===== src/rtl/adc_acq_pkg.sv =====
`default_nettype none
// ============================================================================
//  Module   : adc_acq_pkg
//  Purpose  : Shared state encoding and frame constants for the ADC acquirer
//  Revision : 1.0  initial release
// ============================================================================
package adc_acq_pkg;

    localparam int FRAME_BITS = 16;

    typedef logic [2:0] acq_state_t;

    localparam acq_state_t c_ST_IDLE     = 3'd0;
    localparam acq_state_t c_ST_CS_SETUP = 3'd1;
    localparam acq_state_t c_ST_SHIFT    = 3'd2;
    localparam acq_state_t c_ST_GAP      = 3'd3;
    localparam acq_state_t c_ST_DONE     = 3'd4;

endpackage : adc_acq_pkg
`default_nettype wire


===== src/rtl/adc_sclk_gen.sv =====
`default_nettype none
// ============================================================================
//  Module   : adc_sclk_gen
//  Purpose  : Half-period tick, rising-edge strobe and SCLK phase for the ADC
//  Revision : 1.0  initial release
// ============================================================================
module adc_sclk_gen #(
    parameter int CLK_DIV = 4
) (
    input  logic clk,
    input  logic rst,
    input  logic i_en,
    output logic o_tick,
    output logic o_rise,
    output logic o_sclk
);

    localparam int                 c_CNT_W   = $clog2(CLK_DIV);
    localparam logic [c_CNT_W-1:0] c_CNT_MAX = c_CNT_W'(CLK_DIV - 1);

    logic [c_CNT_W-1:0] r_cnt;
    logic               r_phase;

    assign o_tick = i_en && (r_cnt == c_CNT_MAX);
    // A tick while the phase is low is the edge that drives SCLK high.
    assign o_rise = o_tick && !r_phase;
    assign o_sclk = r_phase;

    always_ff @(posedge clk or posedge rst) begin
        if (rst) begin
            r_cnt   <= '0;
            r_phase <= 1'b0;
        end else if (!i_en) begin
            r_cnt   <= '0;
            r_phase <= 1'b0;
        end else if (o_tick) begin
            r_cnt   <= '0;
            r_phase <= ~r_phase;
        end else begin
            r_cnt   <= r_cnt + 1'b1;
        end
    end

endmodule : adc_sclk_gen
`default_nettype wire


===== src/rtl/adc_sample_acquirer.sv =====
`default_nettype none
// ============================================================================
//  Module   : adc_sample_acquirer
//  Purpose  : Reads 2^AVG_LOG2 serial ADC frames and outputs their average
//  Revision : 1.0  initial release
// ============================================================================
module adc_sample_acquirer
    import adc_acq_pkg::*;
#(
    parameter int CLK_DIV  = 4,
    parameter int AVG_LOG2 = 2
) (
    input  logic                  clk,
    input  logic                  rst,
    input  logic                  start,
    input  logic                  adc_miso,
    output logic                  adc_sclk,
    output logic                  adc_cs_n,
    output logic [FRAME_BITS-1:0] adc_data,
    output logic                  data_valid,
    output logic                  busy
);

    localparam int                 c_ACC_W      = FRAME_BITS + AVG_LOG2;
    localparam int                 c_CNT_W      = $clog2(CLK_DIV);
    localparam logic [c_CNT_W-1:0] c_CNT_MAX    = c_CNT_W'(CLK_DIV - 1);
    localparam int                 c_FRM_W      = AVG_LOG2 + 1;
    localparam logic [c_FRM_W-1:0] c_LAST_FRAME = c_FRM_W'((1 << AVG_LOG2) - 1);
    localparam int                 c_HALF_W     = $clog2(2 * FRAME_BITS);
    localparam logic [c_HALF_W-1:0] c_LAST_HALF = c_HALF_W'(2 * FRAME_BITS - 1);

    acq_state_t            r_state;
    acq_state_t            w_next_state;
    logic [c_CNT_W-1:0]    r_cnt;
    logic [c_HALF_W-1:0]   r_half;
    logic [c_FRM_W-1:0]    r_frame;
    logic [FRAME_BITS-1:0] r_shift;
    logic [FRAME_BITS-1:0] r_adc_data;
    logic [c_ACC_W-1:0]    r_acc;

    logic w_shift_en;
    logic w_tick;
    logic w_rise;
    logic w_gen_sclk;
    logic w_phase_done;
    logic w_shift_done;
    logic w_more_frames;

    assign w_shift_en    = (r_state == c_ST_SHIFT);
    assign w_phase_done  = (r_cnt == c_CNT_MAX);
    assign w_shift_done  = w_tick && (r_half == c_LAST_HALF);
    assign w_more_frames = (r_frame < c_LAST_FRAME);
    assign adc_data      = r_adc_data;

    adc_sclk_gen #(
        .CLK_DIV (CLK_DIV)
    ) u_sclk_gen (
        .clk    (clk),
        .rst    (rst),
        .i_en   (w_shift_en),
        .o_tick (w_tick),
        .o_rise (w_rise),
        .o_sclk (w_gen_sclk)
    );

    always_ff @(posedge clk or posedge rst) begin
        if (rst) r_state <= c_ST_IDLE;
        else     r_state <= w_next_state;
    end

    always_comb begin
        w_next_state = r_state;
        adc_cs_n     = 1'b1;
        adc_sclk     = 1'b0;
        data_valid   = 1'b0;
        busy         = 1'b1;
        case (r_state)
            c_ST_IDLE: begin
                busy = 1'b0;
                if (start) w_next_state = c_ST_CS_SETUP;
            end
            c_ST_CS_SETUP: begin
                adc_cs_n = 1'b0;
                if (w_phase_done) w_next_state = c_ST_SHIFT;
            end
            c_ST_SHIFT: begin
                adc_cs_n = 1'b0;
                adc_sclk = w_gen_sclk;
                if (w_shift_done) w_next_state = c_ST_GAP;
            end
            c_ST_GAP: begin
                if (w_phase_done) w_next_state = w_more_frames ? c_ST_CS_SETUP : c_ST_DONE;
            end
            c_ST_DONE: begin
                data_valid   = 1'b1;
                w_next_state = c_ST_IDLE;
            end
            default: begin
                busy         = 1'b0;
                w_next_state = c_ST_IDLE;
            end
        endcase
    end

    always_ff @(posedge clk or posedge rst) begin
        if (rst) begin
            r_cnt      <= '0;
            r_half     <= '0;
            r_frame    <= '0;
            r_shift    <= '0;
            r_acc      <= '0;
            r_adc_data <= '0;
        end else begin
            case (r_state)
                c_ST_IDLE: begin
                    if (start) begin
                        r_cnt   <= '0;
                        r_half  <= '0;
                        r_frame <= '0;
                        r_acc   <= '0;
                    end
                end
                c_ST_CS_SETUP: begin
                    r_cnt <= w_phase_done ? '0 : r_cnt + 1'b1;
                end
                c_ST_SHIFT: begin
                    if (w_rise) r_shift <= {r_shift[FRAME_BITS-2:0], adc_miso};
                    if (w_tick) r_half  <= r_half + 1'b1;
                    // The last half-period is the falling one, so r_shift is complete here.
                    if (w_shift_done) r_acc <= r_acc + c_ACC_W'(r_shift);
                end
                c_ST_GAP: begin
                    r_cnt <= w_phase_done ? '0 : r_cnt + 1'b1;
                    if (w_phase_done) begin
                        if (w_more_frames) r_frame    <= r_frame + 1'b1;
                        else               r_adc_data <= FRAME_BITS'(r_acc >> AVG_LOG2);
                    end
                end
                default: ;
            endcase
        end
    end

endmodule : adc_sample_acquirer
`default_nettype wire

===== config.mk =====
export PLATFORM = sky130hd
export DESIGN_NAME = adc_sample_acquirer
export DESIGN_NICKNAME = d
export VERILOG_FILES = /design/src/rtl/adc_acq_pkg.sv /design/src/rtl/adc_sclk_gen.sv /design/src/rtl/adc_sample_acquirer.sv
export SDC_FILE = /design/constraint.sdc
export NUM_CORES = 1
export LEC_CHECK = 0
export BUFFER_PORTS_ARGS = -buffer_cell sky130_fd_sc_hd__buf_2
export CORE_ASPECT_RATIO = 1.2
export CORE_MARGIN = 3
export CORE_UTILIZATION = 45
export DETAILED_ROUTE_END_ITERATION = 12
export SYNTH_ARGS = -nofsm -noshare
export SYNTH_HDL_FRONTEND = slang
export SYNTH_SLANG_ARGS = --single-unit

===== constraint.sdc =====
create_clock -name clk -period 2.3 [get_ports clk]
set_input_delay 0.69 -clock clk [delete_from_list [all_inputs] [get_ports clk]]
set_output_delay 0.69 -clock clk [all_outputs]
set_load 0.02 [all_outputs]

== After elaboration in Yosys (flattened, before gate mapping) ==
Index checks and enable logic that the tools add are counted.

* Register bits: 66
* Bits of input ports: 4
* Word-level logic and storage cells: 75

* Add/subtract/negate cells: 5
* Order comparisons: 1
* Equality and inequality tests: 13
* Multiplexer cells: 27
* Bitwise logic cells: 2
* Reduce and logical (&&, ||, !) cells: 18

{| class="wikitable"
|+ Operators by type and width
! cell !! count
|-
| $mux W18 || 2
|-
| $pmux W18 S2 || 1
|-
| $mux W3 || 8
|-
| $add A18 B16 Y18 || 1
|-
| $ne A2 B2 Y1 const B || 6
|-
| $pmux W3 S4 || 1
|-
| $mux W5 || 2
|-
| $pmux W5 S2 || 1
|-
| $reduce_and A3 Y1 || 3
|-
| $mux W2 || 4
|-
| $reduce_and A4 Y1 || 2
|-
| $eq A3 B2 Y1 const B || 2
|-
| $mux W1 || 6
|-
| $pmux W3 S2 || 1
|-
| $reduce_bool A2 Y1 || 3
|-
| $add A5 B1 Y5 const B || 1
|-
| $eq A5 B5 Y1 const B || 1
|-
| $add A2 B1 Y2 const B || 2
|-
| $eq A2 B2 Y1 const B || 2
|-
| $pmux W2 S2 || 1
|-
| $reduce_and A2 Y1 || 2
|-
| $reduce_or A2 Y1 || 2
|-
| $reduce_or A4 Y1 || 1
|-
| $add A3 B1 Y3 const B || 1
|-
| 7 further kinds || 10
|}

== Longest topological paths before layout ==
* Word-level depth: 5
* Gate-level depth with buffers: 10
* Mapped depth without buffers: 9

== Cells and area by module ==
From an unflattened synthesis, not the netlist that was laid out.

* Cells, all modules: 355
* Area total of the unflattened synthesis: 3465.8 µm²

{| class="wikitable"
|+ By module, submodules not included
! module !! times used !! cells an instance !! area each (µm²)
|-
| adc_sample_acquirer || 1 || 344 || 3329.4
|-
| adc_sclk_gen || 1 || 11 || 136.4
|}

== Least setup slack after synthesis ==
No wires, ideal clock.

* Kind: register -> register
* From: register r_shift[0]
* To: register r_acc[16]
* Library setup time: 77 ps
* Data arrival time: 2238 ps
* Setup slack: -15 ps
* Stages on the path, launching flop included: 10
* Path buffers: 0
* Clock period less this slack: 2315 ps
* Cells stage by stage: dfrtp_1 > ha_1 > inv_1 > fa_1 > and2b_1 > o2111ai_2 > a311oi_2 > nor2_1 > or4_1 > a21oi_1

* Longest elaborated chain between the ends: 3

{| class="wikitable"
|+ Ends and longest elaborated chain
! what !! RTL line !! source
|-
| from (decl) || adc_sample_acquirer.sv:37 || <nowiki>logic [FRAME_BITS-1:0] r_shift;</nowiki>
|-
| from (signal assigned) || adc_sample_acquirer.sv:127 || <nowiki>if (w_rise) r_shift <= {r_shift[FRAME_BITS-2:0], adc_miso};</nowiki>
|-
| $add A18 B16 Y18 || adc_sample_acquirer.sv:130 || <nowiki>if (w_shift_done) r_acc <= r_acc + c_ACC_W'(r_shift);</nowiki>
|-
| $mux W18 || adc_sample_acquirer.sv:130 ||
|-
| $pmux W18 S2 || adc_sample_acquirer.sv:114 || <nowiki>case (r_state)</nowiki>
|-
| to (signal assigned) || adc_sample_acquirer.sv:130 ||
|-
| to (decl) || adc_sample_acquirer.sv:39 || <nowiki>logic [c_ACC_W-1:0] r_acc;</nowiki>
|}

No other way between the ends. The select of a mux whose other input is x is not followed.
A chain may end at the register's enable or synchronous reset.

== Final worst setup path ==
* From: register r_acc[0]
* To: register r_acc[16]

* Longest elaborated chain between the ends: 3

{| class="wikitable"
|+ Ends and longest elaborated chain
! what !! RTL line
|-
| $add A18 B16 Y18 || adc_sample_acquirer.sv:130
|-
| $mux W18 || adc_sample_acquirer.sv:130
|-
| $pmux W18 S2 || adc_sample_acquirer.sv:114
|}

No other way between the ends. The select of a mux whose other input is x is not followed.

==> impl_metrics.tcl <==
set metrics [dict create \
    viasPerCell 5.447 \
    yosysSeqAreaShare 0.4627 \
    cp-start-kind "flop" \
    cts_sinks 66 \
    synth.area.top_cells "dfrtp_1 46%, mux2_2 10%, ha_1 7.4%" \
    post-route-period-util 0.9922 \
    r2r-end "r_acc[16]$_DFFE_PP0P_" \
    synthesis.nets 361 \
    finalHoldViolCount 0 \
    regArea_mm2 0.001652 \
    crit_required_ps 2560 \
    finalCriticalPeriod_ps 2282 \
    dp_cells 453 \
    multi_input_area_mm2 0.001839 \
    finalNonFillerCells 472 \
    wirelength_met1_um 3439 \
    synth_edf_count 0 \
    yosysTopAreaCell "dfrtp_1" \
    cts_made_buffers 9 \
    layout-drive-gt1-share 0.2853 \
    syn_avg_cell_area_um2 10.66 \
    cp_cell_sequence "ha_2 > inv_2 > fa_2 > and2b_1 > o2111ai_2 > a311oi_2 > nor2_1 > or4_1 > a21oi_1" \
    htreeDepth 3 \
    grt_overflow_total 0 \
    synth_top_area_frac 0.4627 \
    synth_seq_cells 66 \
    ys_top_cells_by_count "66 x dfrtp_1, 32 x mux2_2, 29 x nand2_1, 27 x o21ai_0, 21 x ha_1" \
    setup_viol 0 \
    crit_slowest_cell "or4_1" \
    wl_met2_um 3290 \
    first_pass_iters 4 \
    yosysWarningCount 0 \
    grt_max_degree 67 \
    vias 2571 \
    grt_usage 0.1678 \
    ios 24 \
    critPathCaptureType "flop" \
    hold_path.class "in -> async" \
    hpwl_um 4946 \
    clk_path_buf_depth 2 \
    critPathKind "reg -> reg" \
    wire_per_inst_um 14.83 \
    synth_area_mm2 0.003570 \
    slew_viol_final 0 \
    skew_ps 8.278 \
    cts_tree "yes" \
    die_h_um 103.6 \
    drc 0 \
    synth-async-reset-ratio 1.000 \
    syn2layout_area_growth_pct 15.49 \
    rrSetupSlack_ps 20 \
    synth.distinct_cells 50 \
    gp_congestion 0.8119 \
    finalPower_mw 3.527 \
    io_buffers 23 \
    cts.clk_slew.worst_paths_ps 70 \
    grt_pass1_vias 2584 \
    antenna_found_initial 0 \
    start_util 0.4768 \
    rr_worst_depth 9 \
    r2r-start "r_acc[0]$_DFFE_PP0P_" \
    netlist_instances 335 \
    grt_pass1_wl_um 12290 \
    cp_max_fo 2 \
    whs_ps 427.2 \
    num-fill-cells 652 \
    n_antenna_cell 0 \
    final_net_count 406 \
    max-vdd-ir-drop_mv 0.5860 \
    ant_nets 0 \
    coreArea_mm2 0.007487 \
    wl_met3_um 191 \
    grt_setup_unrepaired "true" \
    synth_ff_type "dfrtp_1" \
    root_buffer "clkbuf_8" \
    power.leakage_nw 2.079 \
    status "finished clean" \
    drtIter0Drc 115 \
    max_slew_margin 0.6838 \
    die_area_mm2 0.009042 \
    drt-total-wl_um 7002 \
    worst_pin_slew_ps 473.1 \
    tns_ps 0 \
    arrival_ps 2550 \
    worstSkewPairLatency_ps 340 \
    drv_cap 0 \
    fmax_ghz 0.4382 \
    yosys.cell_count.top_type "dfrtp_1" \
    dr.max_layer_used "met4" \
    rows 34 \
    slowest_delay_ps 400 \
    startpoint "r_acc[0]$_DFFE_PP0P_" \
    pwr_density_cell_mw_per_mm2 855.6 \
    die_x_um 87.31 \
]
## repair_timing
item	CTS	global route
pin swaps	6	2
hold buffers	0	0
gates resized for setup	1	7
hold endpoints to repair	0	0
buffers inserted	3	3
setup endpoints to repair	2	6
## per-layer routing
| metal | vias up | track usage |
|---|---|---|
| met2 | 26 | 0.2565 |
| met3 | 8 | 0.04051 |
| met4 | 0 | 0.05154 |
| met5 | - | 0 |
| li1 | 1293 | - |
| met1 | 1244 | 0.2341 |
## cells by family after synthesis
kind of cell / count (synthesis) / share of synthesized area
flip-flops: 66 / 0.4627
adder cells (fa/ha/maj): 22 / 0.07921
multiplexers: 35 / 0.1094
AO/OA/AOI/OAI: 82 / 0.1514
AND/OR/NAND/NOR: 88 / 0.1241
XOR/XNOR: 18 / 0.04417
buffers and inverters: 24 / 0.02909
## state kept, by name, indices dropped and copies added, names as in the netlist
signal / cells
r_cnt: 2
r_frame: 3
adc_data: 16
u_sclk_gen.o_sclk: 1
r_half: 5
r_shift: 16
r_acc: 18
r_state: 3
u_sclk_gen.r_cnt: 2
## through the flow
stage / worst slack (ps) / area, um^2 / util
after floorplan: 1.947 / 3578 / -
after CTS: 5.523 / 4083 / 0.5453
final: 17.89 / 4123 / 0.5506
after global routing: -121.2 / 4123 / 0.5506
after detailed placement: -91.99 / 3899 / 0.5207
after global placement: -23.07 / 3899 / 0.5207
## worst max-delay path, delay by kind of cell, from the launching register on
family	cells	cell delay, ps
buf+inv	1	40
compound gates	3	550
flops	1	370
fa+ha+maj	2	530
simple gates	3	730
## power breakdown
part | internal [mW] | total (mW) | switching (mW)
Clock | 0.434 | 0.833 | 0.400
Combinational | 0.470 | 1.10 | 0.635
Sequential | 1.40 | 1.59 | 0.187
Total | 2.31 | 3.53 | 1.22
## final cells by class
class / count / share of cell area
clock buffer: 13 / 0.03854
inverter: 9 / 0.009105
multi-input combinational: 245 / 0.4461
sequential: 66 / 0.4006
tap: 90 / 0.02731
timing repair buffer: 49 / 0.07830
## cell usage in the layout (no fill, tap or decap), types with 2 or more instances in the layout
| master | count |
|---|---|
| ha_1 | 20 |
| nor3_1 | 6 |
| mux2_2 | 32 |
| a31oi_2 | 2 |
| o21ai_0 | 23 |
| inv_1 | 7 |
| mux2i_1 | 3 |
| nand2b_1 | 3 |
| buf_2 | 23 |
| xnor2_1 | 9 |
| buf_4 | 25 |
| nor2_1 | 17 |
| nand3_1 | 5 |
| a22o_1 | 6 |
| a21o_1 | 7 |
| a31oi_1 | 3 |
| nand2_1 | 29 |
| o21bai_1 | 2 |
| o21a_1 | 4 |
| nor2_2 | 2 |
| nand4_1 | 6 |
| clkbuf_8 | 11 |
| a21oi_1 | 17 |
| and3_1 | 5 |
| clkbuf_1 | 2 |
| dfrtp_1 | 66 |
| o21ai_1 | 4 |
| nor2b_1 | 5 |
| and2_1 | 3 |
| xor2_1 | 9 |
## worst max-delay path by stage
stage | endpoint | slack (ps) | depth (start not counted)
detailed placement | r_acc[16]$_DFFE_PP0P_ | -90 | 9
global placement | r_acc[16]$_DFFE_PP0P_ | -20 | 9
CTS | r_acc[12]$_DFFE_PP0P_ | 6 | 11
finish | r_acc[16]$_DFFE_PP0P_ | 20 | 9
floorplan | r_acc[16]$_DFFE_PP0P_ | 2 | 9
global route | r_acc[16]$_DFFE_PP0P_ | -120 | 9
Power figures use the tool's default switching activity.
